File: config.mk
export PLATFORM = sky130hd
export DESIGN_NAME = register_file_rw
export DESIGN_NICKNAME = d
export VERILOG_FILES = /design/src/rtl/register_file_rw.sv
export SDC_FILE = /design/constraint.sdc
export NUM_CORES = 1
export LEC_CHECK = 0
export ABC_AREA = 1
export CORE_AREA = 4 4 82 76
export DETAILED_ROUTE_END_ITERATION = 8
export DIE_AREA = 0 0 86 80
export PLACE_DENSITY_LB_ADDON = 0.1
export SYNTH_ARGS = -nofsm -noshare
export SYNTH_HDL_FRONTEND = slang
export SYNTH_SLANG_ARGS = --single-unit
File: constraint.sdc
create_clock -name clock -period 1.4 [get_ports clock]
set_input_delay 0.14 -clock clock [delete_from_list [all_inputs] [get_ports clock]]
set_output_delay 0.14 -clock clock [all_outputs]
set_load 0.05 [all_outputs]
File: src/rtl/register_file_rw.sv
// 4 x WIDTH register file: one gated write port, two combinational operand read ports,
// and a free-running scan port that dwells SCAN_DWELL cycles on each register.
module register_file_rw #(
    parameter int unsigned WIDTH      = 8,
    parameter int unsigned NUM_REGS   = 4,
    parameter int unsigned SCAN_DWELL = 4
) (
    input  logic             clock,
    input  logic             reset,
    input  logic             run,
    input  logic             c_write_en,
    input  logic [1:0]       c_write_sel,
    input  logic [WIDTH-1:0] write_data,
    input  logic [1:0]       c_left_sel,
    input  logic [1:0]       c_right_sel,
    output logic [WIDTH-1:0] reginputleft,
    output logic [WIDTH-1:0] reginputright,
    output logic [1:0]       scan_index,
    output logic [WIDTH-1:0] scan_data,
    output logic             write_ack
);

    localparam int unsigned     CntW      = (SCAN_DWELL > 1) ? $clog2(SCAN_DWELL) : 1;
    localparam logic [CntW-1:0] DwellLast = CntW'(SCAN_DWELL - 1);

    logic [WIDTH-1:0] regs_q [NUM_REGS];
    logic [WIDTH-1:0] regs_d [NUM_REGS];
    logic [CntW-1:0]  dwell_q, dwell_d;
    logic [1:0]       scan_idx_q, scan_idx_d;
    logic             write_ack_q, write_ack_d;
    logic             wr_accept;

    assign wr_accept = run & c_write_en;

    always_comb begin
        regs_d = regs_q;
        if (wr_accept) begin
            regs_d[c_write_sel] = write_data;
        end
    end

    // Scan advance is independent of the write path; both may happen on the same edge.
    always_comb begin
        dwell_d    = dwell_q;
        scan_idx_d = scan_idx_q;
        if (run) begin
            if (dwell_q == DwellLast) begin
                dwell_d    = '0;
                scan_idx_d = scan_idx_q + 2'd1;
            end else begin
                dwell_d = dwell_q + CntW'(1);
            end
        end
    end

    assign write_ack_d = wr_accept;

    always_ff @(posedge clock or negedge reset) begin
        if (!reset) begin
            for (int i = 0; i < NUM_REGS; i++) begin
                regs_q[i] <= '0;
            end
            dwell_q     <= '0;
            scan_idx_q  <= '0;
            write_ack_q <= 1'b0;
        end else begin
            regs_q      <= regs_d;
            dwell_q     <= dwell_d;
            scan_idx_q  <= scan_idx_d;
            write_ack_q <= write_ack_d;
        end
    end

    // No write bypass: reads see pre-edge state.
    assign reginputleft  = regs_q[c_left_sel];
    assign reginputright = regs_q[c_right_sel];
    assign scan_index    = scan_idx_q;
    assign scan_data     = regs_q[scan_idx_q];
    assign write_ack     = write_ack_q;

endmodule

==> reports/metrics.csv <==
stage,metric,value,unit
floorplanning,io pins,45,
sta,Max Clk Rate,678,MHz
worst_setup_path,Worst setup EP type,primary output,
cells_and_area,Final Non-Filler Cells,509,
global_route,GRT Overall Usage,22.9,%
sta,Final WS setup,-0.0739,ns
detailed_routing,DR WL/cell,14.5,um
sta,final setup fails,8,
clock_tree,clk_lat worst skew,0.29,ns
sta,RSZ-0062 raised after global routing,true,
synthesis,Synth cell types,17,
placement,port bufs,44,
clock_tree,CTS tree,yes,
synthesis,Synth async-reset ratio,100,%
global_route,gr busiest metal,met2,
floorplanning,num rows,25,
worst_hold_path,Min-Delay Path Class,input port to async pin,
synthesis,most common library cells after synthesis,"nand2_1 (199), nand3_1 (72), inv_1 (40)",
placement,dpl cell area,0.00328,mm^2
clock_tree,Root Buffer,clkbuf_8,
sta,crit path time final,1.47,ns
detailed_routing,Pre-Repair DR Iteration Count,5,
worst_setup_path,CP Launch Type,register,
synthesis,synthesized area,0.00236,mm^2
cells_and_area,layout cells sized above 1,23.5,%
placement,GPL Wtd Cong,0.869,
synthesis,Syn Nets,398,
pwr,Cell Pwr Density,1900,mW/mm^2
synthesis,top post-synthesis cells by area,"dfrtp_1 (39%), nand2_1 (32%), nand3_1 (15%), inv_1 (6.4%), buf_2 (2.1%)",
placement,DP Cell Count,496,
synthesis,sequential-to-total area share from yosys stat,39.2,%
sta,Least-Margin Pin Slew,0.520,ns
global_route,routing usage on met2,36.5,%
sta,Slew headroom,65.3,%
synthesis,"EDFF count, synth",0,
cells_and_area,n_diodes,0,
global_route,vias in the first global route,2518,
synthesis,cell with the most instances after synthesis,nand2_1,
placement,HPWL after detailed placement,5360,um
global_route,largest net degree at the start of global routing,20,
synthesis,Ys Warns,0,
clock_tree,Num CTS Buffers,5,
synthesis,Main synth FF type,dfrtp_1,
pwr,leak pwr,1.93,nW
cells_and_area,filler cell count,466,
floorplanning,die height,80,um
run_status,failing checks,setup timing,
cells_and_area,Final Instance Area,0.00355,mm^2
sta,Final Hold Vio Count,0,
floorplanning,die width,86,um
sta,setup TNS,-0.531,ns
global_route,met1 usage,31.2,%
clock_tree,H-tree Lvls,2,
worst_setup_path,CP arrival,1.33,ns
worst_setup_path,R2R depth,4,
sta,clk_skew,0.000511,ns
detailed_routing,Via density,5.23,
synthesis,post-synth top area share,39.2,%
job,max-cap viol count,0,
detailed_routing,Detailed Route WL,7380,um
clock_tree,CTS Sinks,37,
global_route,first-pass GRT wire length,12300,um
worst_setup_path,CP Max Fanout,18,
global_route,initial antenna violation count,0,
sta,max-slew violations,0,
worst_setup_path,WP data required,1.26,ns
detailed_routing,drc violations,0,
global_route,GRT Residual Overflow,0,
floorplanning,die area,0.00688,mm^2
clock_tree,CTS max path bufs,2,
global_route,met3 GRT Util,4.13,%
detailed_routing,DR vias,2664,
clock_tree,Worst-path clk slew,0.08,ns
floorplanning,initial core utilization,44.7,%
detailed_routing,Detail Route Antenna Nets,0,
run_status,status,"complete, but fails checks",
floorplanning,Core Region,0.00529,mm^2
synthesis,biggest area consumer among synthesized cells,dfrtp_1,
cells_and_area,synth-to-layout area growth,50.3,%
synthesis,Syn Inst Count,379,
detailed_routing,Iter 0 DRT Violations,219,
pwr,Max IR drop VDD,0.00165,V
cells_and_area,Final nets,460,
sta,fin crit share,105,%
sta,final hold slack,0.344,ns
synthesis,#FFs+latches synth,37,
worst_setup_path,Setup Crit Path Kind,register to primary output,
synthesis,syn avg cell area,6.23,um^2
worst max-delay path, cell delays in order, from the launching register on:
cell     delay, ns
dfrtp_2       0.46
buf_12        0.17
nand2_1       0.07
nand3_1       0.11
nand2_4       0.09
buf_12        0.13
per-stage QoR:
| step | utilization [%] | setup slack [ns] | power [mW] |
|---|---|---|---|
| floorplan | - | -0.0140 | 3.77 |
| global placement | 62.0 | -0.121 | 5.48 |
| detailed placement | 62.0 | -0.141 | 5.54 |
| CTS | 66.8 | -0.0663 | 6.73 |
| global route | 67.1 | -0.122 | 7.13 |
| finish | 67.1 | -0.0739 | 6.76 |
cell usage in the layout (no fill, tap or decap):
| master | synthesis | layout |
|---|---|---|
| clkinv_2 | 0 | 1 |
| clkinvlp_4 | 0 | 3 |
| clkdlybuf4s50_1 | 0 | 14 |
| dfrtp_2 | 0 | 2 |
| inv_2 | 2 | 9 |
| xor2_1 | 1 | 1 |
| nand2_2 | 2 | 9 |
| dfrtp_1 | 37 | 35 |
| a21oi_1 | 1 | 1 |
| nor2_1 | 1 | 1 |
| nand4_1 | 1 | 1 |
| dlygate4sd3_1 | 0 | 1 |
| inv_1 | 40 | 30 |
| ha_1 | 1 | 1 |
| nand3_2 | 0 | 10 |
| o21ai_0 | 3 | 3 |
| nand3_1 | 72 | 62 |
| inv_6 | 0 | 1 |
| nand2_1 | 199 | 186 |
| buf_12 | 0 | 30 |
| buf_2 | 10 | 1 |
| nor2_2 | 3 | 3 |
| bufinv_16 | 0 | 1 |
| buf_4 | 0 | 22 |
| clkbuf_8 | 0 | 6 |
| dlygate4sd2_1 | 0 | 2 |
| nand2_4 | 0 | 6 |
final cells by class:
cell class / instances / area (um^2) / area share (%)
multi-input combinational: 284 / 1300 / 36.7
timing repair buffer: 70 / 938 / 26.4
sequential: 37 / 928 / 26.2
inverter: 43 / 175 / 4.94
tap: 67 / 83.8 / 2.36
clock buffer: 6 / 82.6 / 2.33
clock inverter: 2 / 37.5 / 1.06
what timing repair did:
action	in CTS	in global routing
gates resized for setup	21	12
hold buffers	1	0
buffers inserted	4	0
endpoints found under the setup margin	24	15
hold endpoints to repair	18	0
pin swaps	0	1
routing by layer:
| layer | wire length (um) | share of wire (%) |
|---|---|---|
| met1 | 3320 | 45 |
| met5 | 0 | 0 |
| met3 | 588 | 8.0 |
| met2 | 3380 | 46 |
| met4 | 93 | 1.3 |
logic make-up after synthesis:
kind of cell | Yosys count | synth area share [%]
xor gates and xnor gates | 1 | 0.371
adders and majority gates | 1 | 0.530
and+or+nand+nor | 278 | 48.6
DFF | 37 | 39.2
buffers and inverters | 58 | 10.4
AOI/OAI and AO/OA | 4 | 0.848
power breakdown:
group / internal [mW] / switching (mW)
Combinational: 1.79 / 2.50
Sequential: 1.31 / 0.173
Clock: 0.579 / 0.408
Total: 3.67 / 3.08
sequential cells by signal, summed over array words and instances (netlist names):
register,flops
regs_q,32
dwell_q,2
scan_index,2
write_ack,1
path summary, 6_finish.rpt:
path                                     end     startpoint  slack (ns)
min in group clock                 regs_q[0]  write_data[0]        0.47
worst max-delay path            scan_data[6]  scan_index[0]       -0.07
worst min-delay path              regs_q[27]          reset        0.34
max in group asynchronous         regs_q[18]          reset        0.57
worst max register to register    dwell_q[0]     dwell_q[0]        0.40
worst min register to register    dwell_q[0]     dwell_q[0]        0.48
(Power assumes the default switching activity.)
==> patch 1, RTL diff (same flow settings) <==
Change the parameter `SCAN_DWELL` from 4 to 16.
--- a/src/rtl/register_file_rw.sv
+++ b/src/rtl/register_file_rw.sv
@@ -3,7 +3,7 @@
 module register_file_rw #(
     parameter int unsigned WIDTH      = 8,
     parameter int unsigned NUM_REGS   = 4,
-    parameter int unsigned SCAN_DWELL = 4
+    parameter int unsigned SCAN_DWELL = 16
 ) (
     input  logic             clock,
     input  logic             reset,
Formal check against the unedited RTL: not equivalent (a bounded check fails within 10 cycles, from zero or initial values and one cycle with reset low).
==> patch 1 against the original RTL <==
The flow still finishes with violations (setup timing); total power down 5.1%; critical path depth down 1; core utilization down 0.45 points; setup slack worse by 0.098 ns; clock skew about the same; routed wire length down 8.8%; sequential cell count up 2; area after synthesis up 4.0%; sequential share of layout area up 1.6 points; die area unchanged; critical path type unchanged; cell area down 0.67%.
==> patch 1: results <==
[routing]
initialDrtViolationCount = 178
via_per_inst = 5.31

[layout]
nFillCells = 463
layout.nets = 435
drive_gt1_share_pct = 26.4

[timing]
clock_skew_ns = 0.00101
setup_violations = 8
worst_slew_pin_slew_ns = 0.523
fin_ws_ns = -0.172
setup_tns_ns = -1.18

[grt]
grt_pass1_vias = 2310
grt_usage_pct = 20.9
grt_pass1_wl_um = 11200
grt_max_degree = 27

[synth]
syn_nets = 376
synthTopCellsByArea = "dfrtp_1 40%, nand2_1 25%, nand3_1 10%"
yosys-top-cells-count = "165 x nand2_1, 49 x nand3_1, 39 x dfrtp_1"
ys_types = 19
ys_warn_count = 0

[status]
violations = "setup timing"
outcome = "finished, violations left"

[placed_design]
placed_cell_area_sq_um = 3380
place_congestion = 0.892
hpwl_um = 5120

[power_and_ir_drop]
leakage_nw = 1.80

[clock_network]
root_buffer = "clkbuf_8"
clk_pin_slew_ns = 0.07

[worst_setup_path]
cp_max_fo = 26
arrival_ns = 1.43
-- patch 1: layout make-up --
class	count	share of cell area, %
Multi-Input combinational cell	265	37.3
Sequential cell	39	27.8
Timing Repair Buffer	68	25.9
Inverter	37	4.15
Tap cell	67	2.38
Clock buffer	6	2.06
Clock inverter	2	0.355
-- patch 1: per-stage QoR --
stage	worst slack, ns	std cells	hold slack (ns)	power (mW)	utilization, %
after floorplan	0.0200	357	-0.156	3.88	-
after global placement	-0.0537	471	0.143	5.58	63.9
after detailed placement	-0.0573	471	0.146	5.63	63.9
after CTS	-0.181	480	0.357	6.38	65.7
after global routing	-0.225	484	0.372	6.79	66.7
final	-0.172	484	0.358	6.41	66.7
-- patch 1: critical path: cells and delay by family, from the launching register on --
family / cells / cell delay, ns
AO/OA/AOI/OAI: 1 / 0.27
flip-flops: 1 / 0.44
buffers and inverters: 2 / 0.33
AND/OR/NAND/NOR: 1 / 0.09
-- patch 1: timing repair --
action	4_1_cts	5_1_grt
pin swaps	1	20
endpoints found under the hold margin	20	0
buffers inserted	0	4
hold buffers	1	0
endpoints found under the setup margin	24	24
gates resized for setup	7	25
-- patch 1: per-layer routing --
layer / up-vias / track usage [%] / part of all wire [%]
li1: 1256 / - / -
met4: 0 / 6.80 / 1.4
met2: 119 / 31.1 / 43
met5: - / 0 / 0
met3: 9 / 3.10 / 8.1
met1: 1186 / 31.0 / 48
-- patch 1: path summary, 6_finish.rpt --
path / endpoint / cells after the start
min in group clock: regs_q[11] / 2
worst min register to register: regs_q[11] / 2
worst max register to register: scan_index[1] / 4
max in group asynchronous: regs_q[2] / 3
worst max-delay path: scan_data[3] / 4
worst min-delay path: regs_q[11] / 2
-- patch 1: logic make-up (layout without fill, tap and decap cells) --
logic type	Yosys count	in the layout	share of synthesized area, %
flops	39	39	39.7
fa+ha+maj	1	1	0.509
xor+xnor	1	1	0.357
compound gates	37	37	10.3
buf+inv	53	113	9.93
simple gates	226	226	39.2
-- patch 1: power by group through the flow --
stage	sequential (mW)	clock [mW]	combinational [mW]
6_report	1.62	0.731	4.06
5_1_grt	1.65	0.812	4.33
4_1_cts	1.60	0.757	4.02
3_5_place_dp	1.62	0	4.01
3_3_place_gp	1.60	0	3.98
2_1_floorplan	1.65	0	2.24
==> patch 2, RTL diff (same settings) <==
Without the edit above. Make the reset (`reset`) synchronous in one clocked block.
--- a/src/rtl/register_file_rw.sv
+++ b/src/rtl/register_file_rw.sv
@@ -55,7 +55,7 @@
 
     assign write_ack_d = wr_accept;
 
-    always_ff @(posedge clock or negedge reset) begin
+    always_ff @(posedge clock) begin
         if (!reset) begin
             for (int i = 0; i < NUM_REGS; i++) begin
                 regs_q[i] <= '0;
Check against the original RTL: differs if reset is asserted again (counterexample within 4 cycles, from zero or initial values and one cycle with reset low); with reset held inactive, the same outputs for 4 cycles.
==> patch 2 against the original RTL <==
The flow still finishes with violations (setup timing); area after synthesis decreased by 1.2%; non-clock buffer count down 4; sequential cell count unchanged; setup slack got worse by 0.017 ns; first-iteration DRC count increased by 11%; routed wire length is 2.9% higher; cell area fell by 2.5%; critical endpoint is now scan_data[4].
Power is not compared: it rests on default switching activity, and its combinational part moved more than twofold at a synthesized area within 25%.
==> patch 2: results <==
[status]
outcome = "finished, violations left"
violations = "setup timing"

[synth]
async_reset_ff_share_pct = 0
muxShareOfSynthArea_pct = 0
ys_seq_area_share_pct = 31.8
ys_types = 20
synth_ff_type = "dfxtp_1"
synth_area_per_cell_sq_um = 5.87
synth_adder_area_share_pct = 0.536
yosys-top-cells-count = "152 x nand2_1, 63 x nor2_1, 37 x dfxtp_1"
synthTopCellsByArea = "dfxtp_1 32%, nand2_1 24%, nor2_1 10%"
syn_nets = 416
synth-compound-area-share_pct = 14.8
synthXorXnorAreaFrac_pct = 0

[worst_setup_path]
worstRegToRegCells = 6
crit_end = "scan_data[4]"
r2r-end = "scan_index[1]"
cp_max_fo = 5
arrival_ns = 1.35
r2r-start = "dwell_q[0]"
slowest_delay_ns = 0.38
cpMaxStageDelayCell = "dfxtp_4"
crit_path_start = "scan_index[0]"
rrSetupSlack_ns = 0.35

[layout]
nFillCells = 482
top_register = "regs_q"
instances_no_fill = 517
layout.nets = 468
drive_gt1_share_pct = 19.1

[power_and_ir_drop]
cell_internal_pwr_mw = 1.99

[routing]
met2_length_um = 3350
initialDrtViolationCount = 243
drt-met1-wl_um = 3400
via_per_inst = 5.37
wl_met3_um = 669

[timing]
fin_ws_ns = -0.0908
hold_ws_ns = 0.488
clock_skew_ns = 0.0000229
worst_slew_pin_slew_ns = 0.312
setup_violations = 8

[min_path]
min_path_type = "reg2reg"

[placed_design]
hpwl_um = 4860
place_congestion = 0.831
placed_cell_area_sq_um = 3120
dp_cells = 503

[grt]
use_met1_pct = 30.0
met3_usage_pct = 3.41
antenna_found_initial = 0
use_met2_pct = 36.1
grt_usage_pct = 22.4
grt_max_degree = 36
grt_pass1_wl_um = 12000
grt_pass1_vias = 2514

[clock_network]
cts_resized = 16
cts_setup_buffers = 1
patch 2: cell count changes in the layout (fill, tap and decap cells not counted), sizes merged, moves of 8 or more:
cell and change:
buf -8, nand2 -48, dfrtp -37, o21ai +32, o211ai +16, a21oi +9, nand3 -48, nor2 +62
inv -8, dfxtp +37
patch 2: through the flow:
step	setup TNS, ns	power (mW)	worst slack, ns	utilization [%]
after floorplan	0	1.52	0.0159	-
after global placement	-0.402	1.80	-0.0539	59.1
after detailed placement	-0.617	1.81	-0.0599	59.1
after CTS	-0.662	2.82	-0.120	63.9
after global routing	-0.895	2.95	-0.157	65.4
final	-0.524	2.85	-0.0908	65.4
patch 2: final cells by class:
cell class | count | area [sq um] | area share, %
Inverter | 33 | 133 | 3.84
Tap cell | 67 | 83.8 | 2.42
Timing Repair Buffer | 66 | 985 | 28.5
Multi-Input combinational cell | 306 | 1390 | 40.1
Clock buffer | 6 | 82.6 | 2.39
Sequential cell | 37 | 751 | 21.7
Clock inverter | 2 | 37.5 | 1.09
